### config.mk
export PLATFORM = sky130hd
export DESIGN_NAME = des_key_sched
export DESIGN_NICKNAME = d
export VERILOG_FILES = /design/src/rtl/des_key_sched.sv
export SDC_FILE = /design/constraint.sdc
export NUM_CORES = 1
export LEC_CHECK = 0
export ABC_AREA = 0
export BUFFER_PORTS_ARGS = -buffer_cell sky130_fd_sc_hd__buf_2
export CORE_ASPECT_RATIO = 0.9
export CORE_UTILIZATION = 40
export CTS_CLUSTER_DIAMETER = 60
export DETAILED_ROUTE_END_ITERATION = 7
export SLEW_MARGIN = 20
export SYNTH_ARGS = -nofsm -noshare
export SYNTH_HDL_FRONTEND = slang
export SYNTH_SLANG_ARGS = --single-unit
### constraint.sdc
create_clock -name clk -period 6.7 [get_ports clk]
set_input_delay 0.335 -clock clk [delete_from_list [all_inputs] [get_ports clk]]
set_output_delay 0.335 -clock clk [all_outputs]
set_load 0.05 [all_outputs]
### src/rtl/des_key_sched.sv
// -----------------------------------------------------------------------------
// des_key_sched
//
// Sequential DES key-schedule generator. Accepts a 64-bit key plus a direction
// flag, applies PC-1, and streams the 16 PC-2 subkeys one per handshake:
// K1..K16 when encrypting, K16..K1 when decrypting.
//
// Handshakes: a transfer happens on a rising edge where valid && ready are both
// high. valid never depends on ready. Once sk_valid is high, sk / sk_round /
// sk_last stay stable until the transfer happens.
//
// Ports:
//   clk        in   1  rising-edge clock
//   rst_n      in   1  asynchronous active-low reset
//   key_valid  in   1  key/decrypt offered
//   key_ready  out  1  block idle, can accept a key
//   key        in  64  DES key, key[63] is DES bit 1
//   decrypt    in   1  0: K1..K16, 1: K16..K1 (sampled with the key)
//   sk_valid   out  1  sk holds a subkey
//   sk_ready   in   1  consumer takes sk this cycle
//   sk         out 48  PC-2 subkey, sk[47] is PC-2 bit 1
//   sk_round   out  4  emission index 0..15
//   sk_last    out  1  high with the 16th subkey
//   busy       out  1  high while emitting (this is also the FSM state bit)
//   parity_err out  1  odd-parity violation on the last accepted key
//
// Build option:
//   DES_KEY_PARITY_CHECK_EN  when defined, parity_err registers 1 at the accept
//                            edge if any key byte has even parity. When not
//                            defined, parity_err is tied to 0.
// -----------------------------------------------------------------------------
module des_key_sched (
    input  logic        clk,
    input  logic        rst_n,
    input  logic        key_valid,
    output logic        key_ready,
    input  logic [63:0] key,
    input  logic        decrypt,
    output logic        sk_valid,
    input  logic        sk_ready,
    output logic [47:0] sk,
    output logic [3:0]  sk_round,
    output logic        sk_last,
    output logic        busy,
    output logic        parity_err
);

    typedef enum logic {
        S_IDLE = 1'b0,
        S_EMIT = 1'b1
    } state_t;

    // FIPS 46-3 permutation tables, 1-based DES bit numbers.
    localparam int PC1 [56] = '{
        57, 49, 41, 33, 25, 17,  9,  1, 58, 50, 42, 34, 26, 18,
        10,  2, 59, 51, 43, 35, 27, 19, 11,  3, 60, 52, 44, 36,
        63, 55, 47, 39, 31, 23, 15,  7, 62, 54, 46, 38, 30, 22,
        14,  6, 61, 53, 45, 37, 29, 21, 13,  5, 28, 20, 12,  4
    };

    localparam int PC2 [48] = '{
        14, 17, 11, 24,  1,  5,  3, 28, 15,  6, 21, 10,
        23, 19, 12,  4, 26,  8, 16,  7, 27, 20, 13,  2,
        41, 52, 31, 37, 47, 55, 30, 40, 51, 45, 33, 48,
        44, 49, 39, 56, 34, 53, 46, 42, 50, 36, 29, 32
    };

    // DES bit n of a 64-bit key lives at key[64-n]; result bit 1 at [55].
    function automatic logic [55:0] pc1_perm(input logic [63:0] k);
        logic [55:0] r;
        r = '0;
        for (int i = 0; i < 56; i++) begin
            r[6'(55 - i)] = k[6'(64 - PC1[i])];
        end
        return r;
    endfunction

    // cd = {C, D}; DES bit n of CD lives at cd[56-n].
    function automatic logic [47:0] pc2_perm(input logic [55:0] cd);
        logic [47:0] r;
        r = '0;
        for (int i = 0; i < 48; i++) begin
            r[6'(47 - i)] = cd[6'(56 - PC2[i])];
        end
        return r;
    endfunction

    function automatic logic [27:0] rot_left(input logic [27:0] x, input logic two);
        return two ? {x[25:0], x[27:26]} : {x[26:0], x[27]};
    endfunction

    function automatic logic [27:0] rot_right(input logic [27:0] x, input logic two);
        return two ? {x[1:0], x[27:2]} : {x[0], x[27:1]};
    endfunction

    state_t      state;
    state_t      state_nxt;
    logic [27:0] c_q;
    logic [27:0] d_q;
    logic [3:0]  cnt;
    logic        dir;

    logic        accept;
    logic        sk_fire;
    logic        advance;
    logic        finish;
    logic [55:0] cd0;
    logic [27:0] c_first;
    logic [27:0] d_first;
    logic [3:0]  next_n;
    logic        step_two;
    logic [27:0] c_step;
    logic [27:0] d_step;

    assign accept  = key_valid && key_ready;
    assign sk_fire = sk_valid && sk_ready;
    assign advance = sk_fire && (cnt != 4'd15);
    assign finish  = sk_fire && (cnt == 4'd15);

    // First emission: K1 needs one left shift; K16 is C0/D0 unshifted because
    // the encrypt shifts sum to a full 28-position turn.
    assign cd0     = pc1_perm(key);
    assign c_first = decrypt ? cd0[55:28] : rot_left(cd0[55:28], 1'b0);
    assign d_first = decrypt ? cd0[27:0]  : rot_left(cd0[27:0],  1'b0);

    // Shift amount for emission n >= 1 is the same in both directions
    // (1 at n = 1, 8, 15, otherwise 2); only the rotation direction differs.
    assign next_n   = cnt + 4'd1;
    assign step_two = !((next_n == 4'd1) || (next_n == 4'd8) || (next_n == 4'd15));
    assign c_step   = dir ? rot_right(c_q, step_two) : rot_left(c_q, step_two);
    assign d_step   = dir ? rot_right(d_q, step_two) : rot_left(d_q, step_two);

    // ---------------------------------------------------------------- FSM: state
    always_ff @(posedge clk or negedge rst_n) begin
        if (!rst_n) begin
            state <= S_IDLE;
        end else begin
            state <= state_nxt;
        end
    end

    // ---------------------------------------------------------- FSM: next state
    always_comb begin
        state_nxt = state;
        case (state)
            S_IDLE:  if (accept) state_nxt = S_EMIT;
            S_EMIT:  if (finish) state_nxt = S_IDLE;
            default: state_nxt = S_IDLE;
        endcase
    end

    // -------------------------------------------------------------- FSM: outputs
    always_comb begin
        key_ready = (state == S_IDLE);
        sk_valid  = (state == S_EMIT);
        busy      = (state == S_EMIT);
        sk_last   = (state == S_EMIT) && (cnt == 4'd15);
        sk_round  = cnt;
    end

    // ------------------------------------------------------------------ datapath
    always_ff @(posedge clk or negedge rst_n) begin
        if (!rst_n) begin
            c_q <= '0;
            d_q <= '0;
            sk  <= '0;
            cnt <= '0;
            dir <= 1'b0;
        end else if (accept) begin
            dir <= decrypt;
            c_q <= c_first;
            d_q <= d_first;
            sk  <= pc2_perm({c_first, d_first});
            cnt <= 4'd0;
        end else if (advance) begin
            c_q <= c_step;
            d_q <= d_step;
            sk  <= pc2_perm({c_step, d_step});
            cnt <= next_n;
        end else if (finish) begin
            // Park the index at 0 so sk_round reads 0 while idle.
            cnt <= 4'd0;
        end
    end

`ifdef DES_KEY_PARITY_CHECK_EN
    // DES keys carry odd parity per byte; an even-parity byte is an error.
    logic parity_q;
    logic key_par_bad;

    always_comb begin
        key_par_bad = 1'b0;
        for (int b = 0; b < 8; b++) begin
            if (!(^key[b*8 +: 8])) key_par_bad = 1'b1;
        end
    end

    always_ff @(posedge clk or negedge rst_n) begin
        if (!rst_n) begin
            parity_q <= 1'b0;
        end else if (accept) begin
            parity_q <= key_par_bad;
        end
    end

    assign parity_err = parity_q;
`else
    assign parity_err = 1'b0;
`endif

endmodule

After elaboration in Yosys (flattened, before gate mapping):

Index checks and enable logic that the tools add are counted.

* register bits after elaboration: 110
* bits of input ports: 69
* output and inout port bits: 57

* add/subtract/negate cells: 1
* equality and inequality tests: 5
* multiplexer cells: 20
* bitwise gates (word level): 1
* reductions and logical operators: 9

Operators with widths (count)
* 28-bit 2-to-1 mux: 11
* 48-bit 2-to-1 mux: 2
* 4-bit equality test, second input constant: 3
* 4-bit 2-to-1 mux: 3
* 1-bit logical AND: 5
* 5-bit 2-to-1 mux: 1
* 4-bit by 1-bit adder with 4-bit output, second input constant: 1
* 4-bit by 1-bit equality test with 1-bit output, second input constant: 1
* 4-bit != test, second input constant: 1
* 3-bit nonzero test: 1
* 1-bit logical OR: 2
* 1-bit 2-to-1 mux: 2
* 1-bit one-hot mux with 2 select lines: 1
* 2-bit nonzero test: 1
* 1-bit NOT: 1

Longest topological paths before layout:

* depth after elaboration: 8
* gate-level depth with buffers: 11

Worst setup path before layout:

OpenSTA, ideal clock, no wires.

* kind: flip-flop to flip-flop
* start: reg cnt[1] (netlist: sk_round[1])
* end: reg c_q[3]
* library setup time: 0.123 ns
* data arrival time: 2.510 ns
* required time: 6.577 ns
* setup slack: 4.067 ns
* stages on the path, launching flop included: 8
* period minus slack after synthesis: 2.633 ns
* cell sequence: dfrtp_1 ha_1 nand3_1 or3_1 buf_2 nand3_1 mux4_2 o221a_2

* cells in the longest elaborated chain, start to end: 8
* elaborated cells on any way between the ends: 14

RTL lines
* start: declaration: line 100 `logic [3:0] cnt;`
* start signal: assignment: line 179 `cnt <= next_n;`
* 4-bit by 1-bit adder with 4-bit output: line 128 `assign next_n = cnt + 4'd1;`
* 4-bit by 1-bit equality test with 1-bit output or 4-bit equality test (tied branches): line 129 `assign step_two = !((next_n == 4'd1) || (next_n == 4'd8) || (next_n == 4'd15));`
* 1-bit logical OR (2 in a row): line 129
* 28-bit 2-to-1 mux, on equally long branches: line 89, 93
* 28-bit 2-to-1 mux: line 130 `assign c_step = dir ? rot_right(c_q, step_two) : rot_left(c_q, step_two);`
* 28-bit 2-to-1 mux: line 175 `end else if (advance) begin`
* 28-bit 2-to-1 mux: line 169 `end else if (accept) begin`
* end signal: assignment: line 171 `c_q <= c_first;`
* end signal: assignment: line 176 `c_q <= c_step;`
* end: declaration: line 98 `logic [27:0] c_q;`

Several ways; a longest one is shown, not always the timed one. The select of a mux whose other input is x is not followed.
A chain may end at the register's enable or synchronous reset.

Final worst setup path:

* start: reg cnt[0] (netlist: sk_round[0])
* end: reg c_q[3]

The elaborated chain is that of the path after synthesis.

==> impl_results.md <==
- Status: complete, no violations
- Maximum clock path buffer count: 2
- Fin crit share: 0.497
- Crit-path cells: ha_1 > o221ai_1 > nand3_1 > mux4_2 > o221a_2
- Slowest CP cell: nand3_1
- CP top delay family: simple AND/OR/NAND/NOR gates
- Die Span Y: 103 um
- Total track usage: 0.217
- Sequential power share: 0.311
- Post-synthesis register bit count: 62
- Synth Instances: 517
- Top area cells in the synthesized netlist: dfrtp_1 34%, buf_4 8.2%, a32oi_1 6.5%
- Via count: 4,112
- Combinational power share: 0.492
- Vias in the first global route: 3,810
- Via/cell ratio: 6.13
- Core footprint: 0.0110 sq mm
- Synth top area share: 0.340
- Psw: 1.22 mW
- H-tree levels: 3
- Worst path bufs/invs: 0
- Drc violations: 0
- Worst Max-Slew Pin Slew: 1.05 ns
- HPWL after DPL: 7.55 mm
- CP max stage delay: 0.88 ns
- Final Non-Filler Cells: 671
- Antenna cells: 0
- Clk pwr share: 0.197
- ANT nets after route: 0
- Hold crit path type: primary input to asynchronous set/reset pin
- Placed cell count: 655
- # port buffers: 54
- Leak pwr: 2.12 nW
- Clock skew: 0.00502 ns
- Final Wtd Congestion: 0.845
- Reg2Reg Depth: 5
- CTS buffer count: 9
- Async S/R FF share, synth: 1.00
- Power per cell area: 508 mW/mm^2
- Most common cell in the synthesized netlist: dfrtp_1
- Num rows: 36
- Dpl ws: 3.41 ns
- EDFF count, synth: 0
- Nets: 586
- GRT overflow: 0
- Max frequency: 0.300 GHz
- Max Cap Viol: 0
- Post-synth top cells: 62 x dfrtp_1, 57 x nand2_1, 50 x buf_4, 39 x o21ai_0
- Critical path endpoint category: flop
- Post-synthesis cell type count: 44
- Sw frac: 0.484
- Initial antenna violation count: 0
- Worst path required time: 6.91 ns
- Crit path max fanout: 24
- Sequential fraction of the synthesis area: 0.340
- Worst slew margin: 0.296
- Area Overhead vs Synth: 8.38%
- Resized Gates After CTS: 0
- Clk_lat worst skew: 0.33 ns
- Design Power: 2.51 mW
- Slew Viols, Final: 0
- Worst r2r src: sk_round[0]
- Average size of a mapped cell: 8.84 sq um
- DIE AREA: 0.0119 sq mm
- Synthesized cell area: 0.00457 sq mm
- Drt first-iter violations: 377
- Setup WS post-layout: 3.37 ns
- WL final: 12.4 mm
- Share of cells above drive strength 1: 0.225
- Final count of hold timing violations: 0
- Cell taking the most area after synthesis: dfrtp_1
- # hold bufs at CTS: 0
- Maximum vdd ir drop: 0.143 mV
- # Post-CTS Setup Buffers: 0
- Setup violators final: 0
- RR Endpoint: c_q[3]
- Clock Pin Slew Worst Setup and Hold Paths: 0.05 ns
- TritonCTS clock tree: yes
- Pin count of the biggest net entering global routing: 64
- Starting Density: 0.416
- Clk sinks: 62
- First-pass GRT wire length: 20.0 mm
- # IOs: 126
- Routed len/inst: 18.4 um
- Die Wd: 115 um
- Clock root buffer: clkbuf_16
- Cell Int Power: 1.30 mW
- RSZ-0062 raised after global routing: no
- Synth Flop Type: dfrtp_1
- Crit path DAT: 3.54 ns
- Crit Path Category: flop to flop
- Drt pass-1 iters: 5
- Final worst path period need: 3.33 ns
- Number of warnings issued by yosys: 0
- R2R setup slack: 3.37 ns
- Setup TNS: 0 ns
- Crit path launch type: flop
[power by group through the flow]
stage	Sequential [mW]	Clock, mW	Combinational [mW]
finish	0.782	0.495	1.24
global route	0.809	0.520	1.35
CTS	0.774	0.509	1.24
detailed placement	0.778	0	1.24
global placement	0.776	0	1.22
floorplan	0.725	0	1.10
[worst register-to-register path: stages (launching register included)]
cell and delay, ns:
dfrtp_1 0.45, ha_1 0.33, o221ai_1 0.52, nand3_1 0.88, mux4_2 0.79, o221a_2 0.26
[placed cells by master (no fill, tap or decap), drive strengths merged, types with 2 or more instances in the layout]
| cell type | Yosys | final |
|---|---|---|
| mux2i | 15 | 15 |
| a22oi | 36 | 36 |
| dfrtp | 62 | 62 |
| clkinv | 0 | 2 |
| a211o | 4 | 4 |
| inv | 9 | 9 |
| and2 | 3 | 3 |
| nor3 | 2 | 2 |
| and3 | 3 | 3 |
| conb | 1 | 23 |
| a21oi | 24 | 24 |
| mux2 | 26 | 26 |
| a211oi | 22 | 22 |
| clkbuf | 36 | 13 |
| a21o | 6 | 6 |
| nand3 | 9 | 9 |
| ha | 3 | 3 |
| o31ai | 3 | 3 |
| nor2 | 13 | 13 |
| o21ai | 40 | 40 |
| mux4 | 3 | 3 |
| a31oi | 11 | 11 |
| nand2 | 57 | 57 |
| o32a | 12 | 12 |
| nor2b | 3 | 3 |
| buf | 62 | 62 |
| a32oi | 34 | 34 |
| o221ai | 2 | 2 |
| o211ai | 4 | 4 |
| o22ai | 2 | 2 |
[area by class of cell]
type | count | area (sq um)
clock buffers | 13 | 280
flip-flops and latches | 62 | 1550
well taps | 152 | 190
clock inverters | 3 | 40.0
multi-input cells | 370 | 2520
fillers | 1105 | 6040
inverters | 9 | 33.8
repair buffers | 62 | 330
[sequential cells by signal (all words and copies together) (netlist names)]
signal / flops
sk: 1
sk_round: 4
d_q: 27
busy: 1
dir: 1
c_q: 28
[cell families (layout without fill, tap and decap cells)]
group / count (synthesis) / count (layout) / synth area share
AOI/OAI and AO/OA: 203 / 203 / 0.314
adders and majority gates: 3 / 3 / 0.00822
buffers and inverters: 107 / 87 / 0.133
DFF: 62 / 62 / 0.340
muxes: 44 / 44 / 0.112
other: 1 / 23 / 0.000821
and+or+nand+nor: 97 / 97 / 0.0931
[stage by stage]
| step | utilization | hold slack [ns] | cell area, sq um |
|---|---|---|---|
| after floorplan | - | 0.0394 | 4650 |
| final | 0.450 | 0.176 | 4950 |
| after global routing | 0.450 | 0.264 | 4950 |
| after CTS | 0.450 | 0.228 | 4950 |
| after global placement | 0.421 | 0.530 | 4630 |
| after detailed placement | 0.421 | 0.544 | 4630 |
[per-layer routing]
metal	vias to the layer above	routed length, um	track usage
li1	1896	-	-
met1	2025	5670	0.294
met2	178	5790	0.354
met3	13	761	0.0350
met4	0	144	0.0789
met5	-	0	0
[worst max path at each step]
| stage | startpoint | to | slack, ns | depth (start not counted) |
|---|---|---|---|---|
| after CTS | sk_round[0] | c_q[3] | 3.42 | 5 |
| after floorplan | sk_round[1] | c_q[3] | 4.07 | 7 |
| after detailed placement | sk_round[0] | c_q[3] | 3.41 | 5 |
| after global placement | sk_round[0] | c_q[3] | 3.49 | 5 |
| final | sk_round[0] | c_q[3] | 3.37 | 5 |
| after global routing | sk_round[0] | c_q[3] | 3.16 | 5 |
Note: power is estimated with default switching activity, not from simulation.
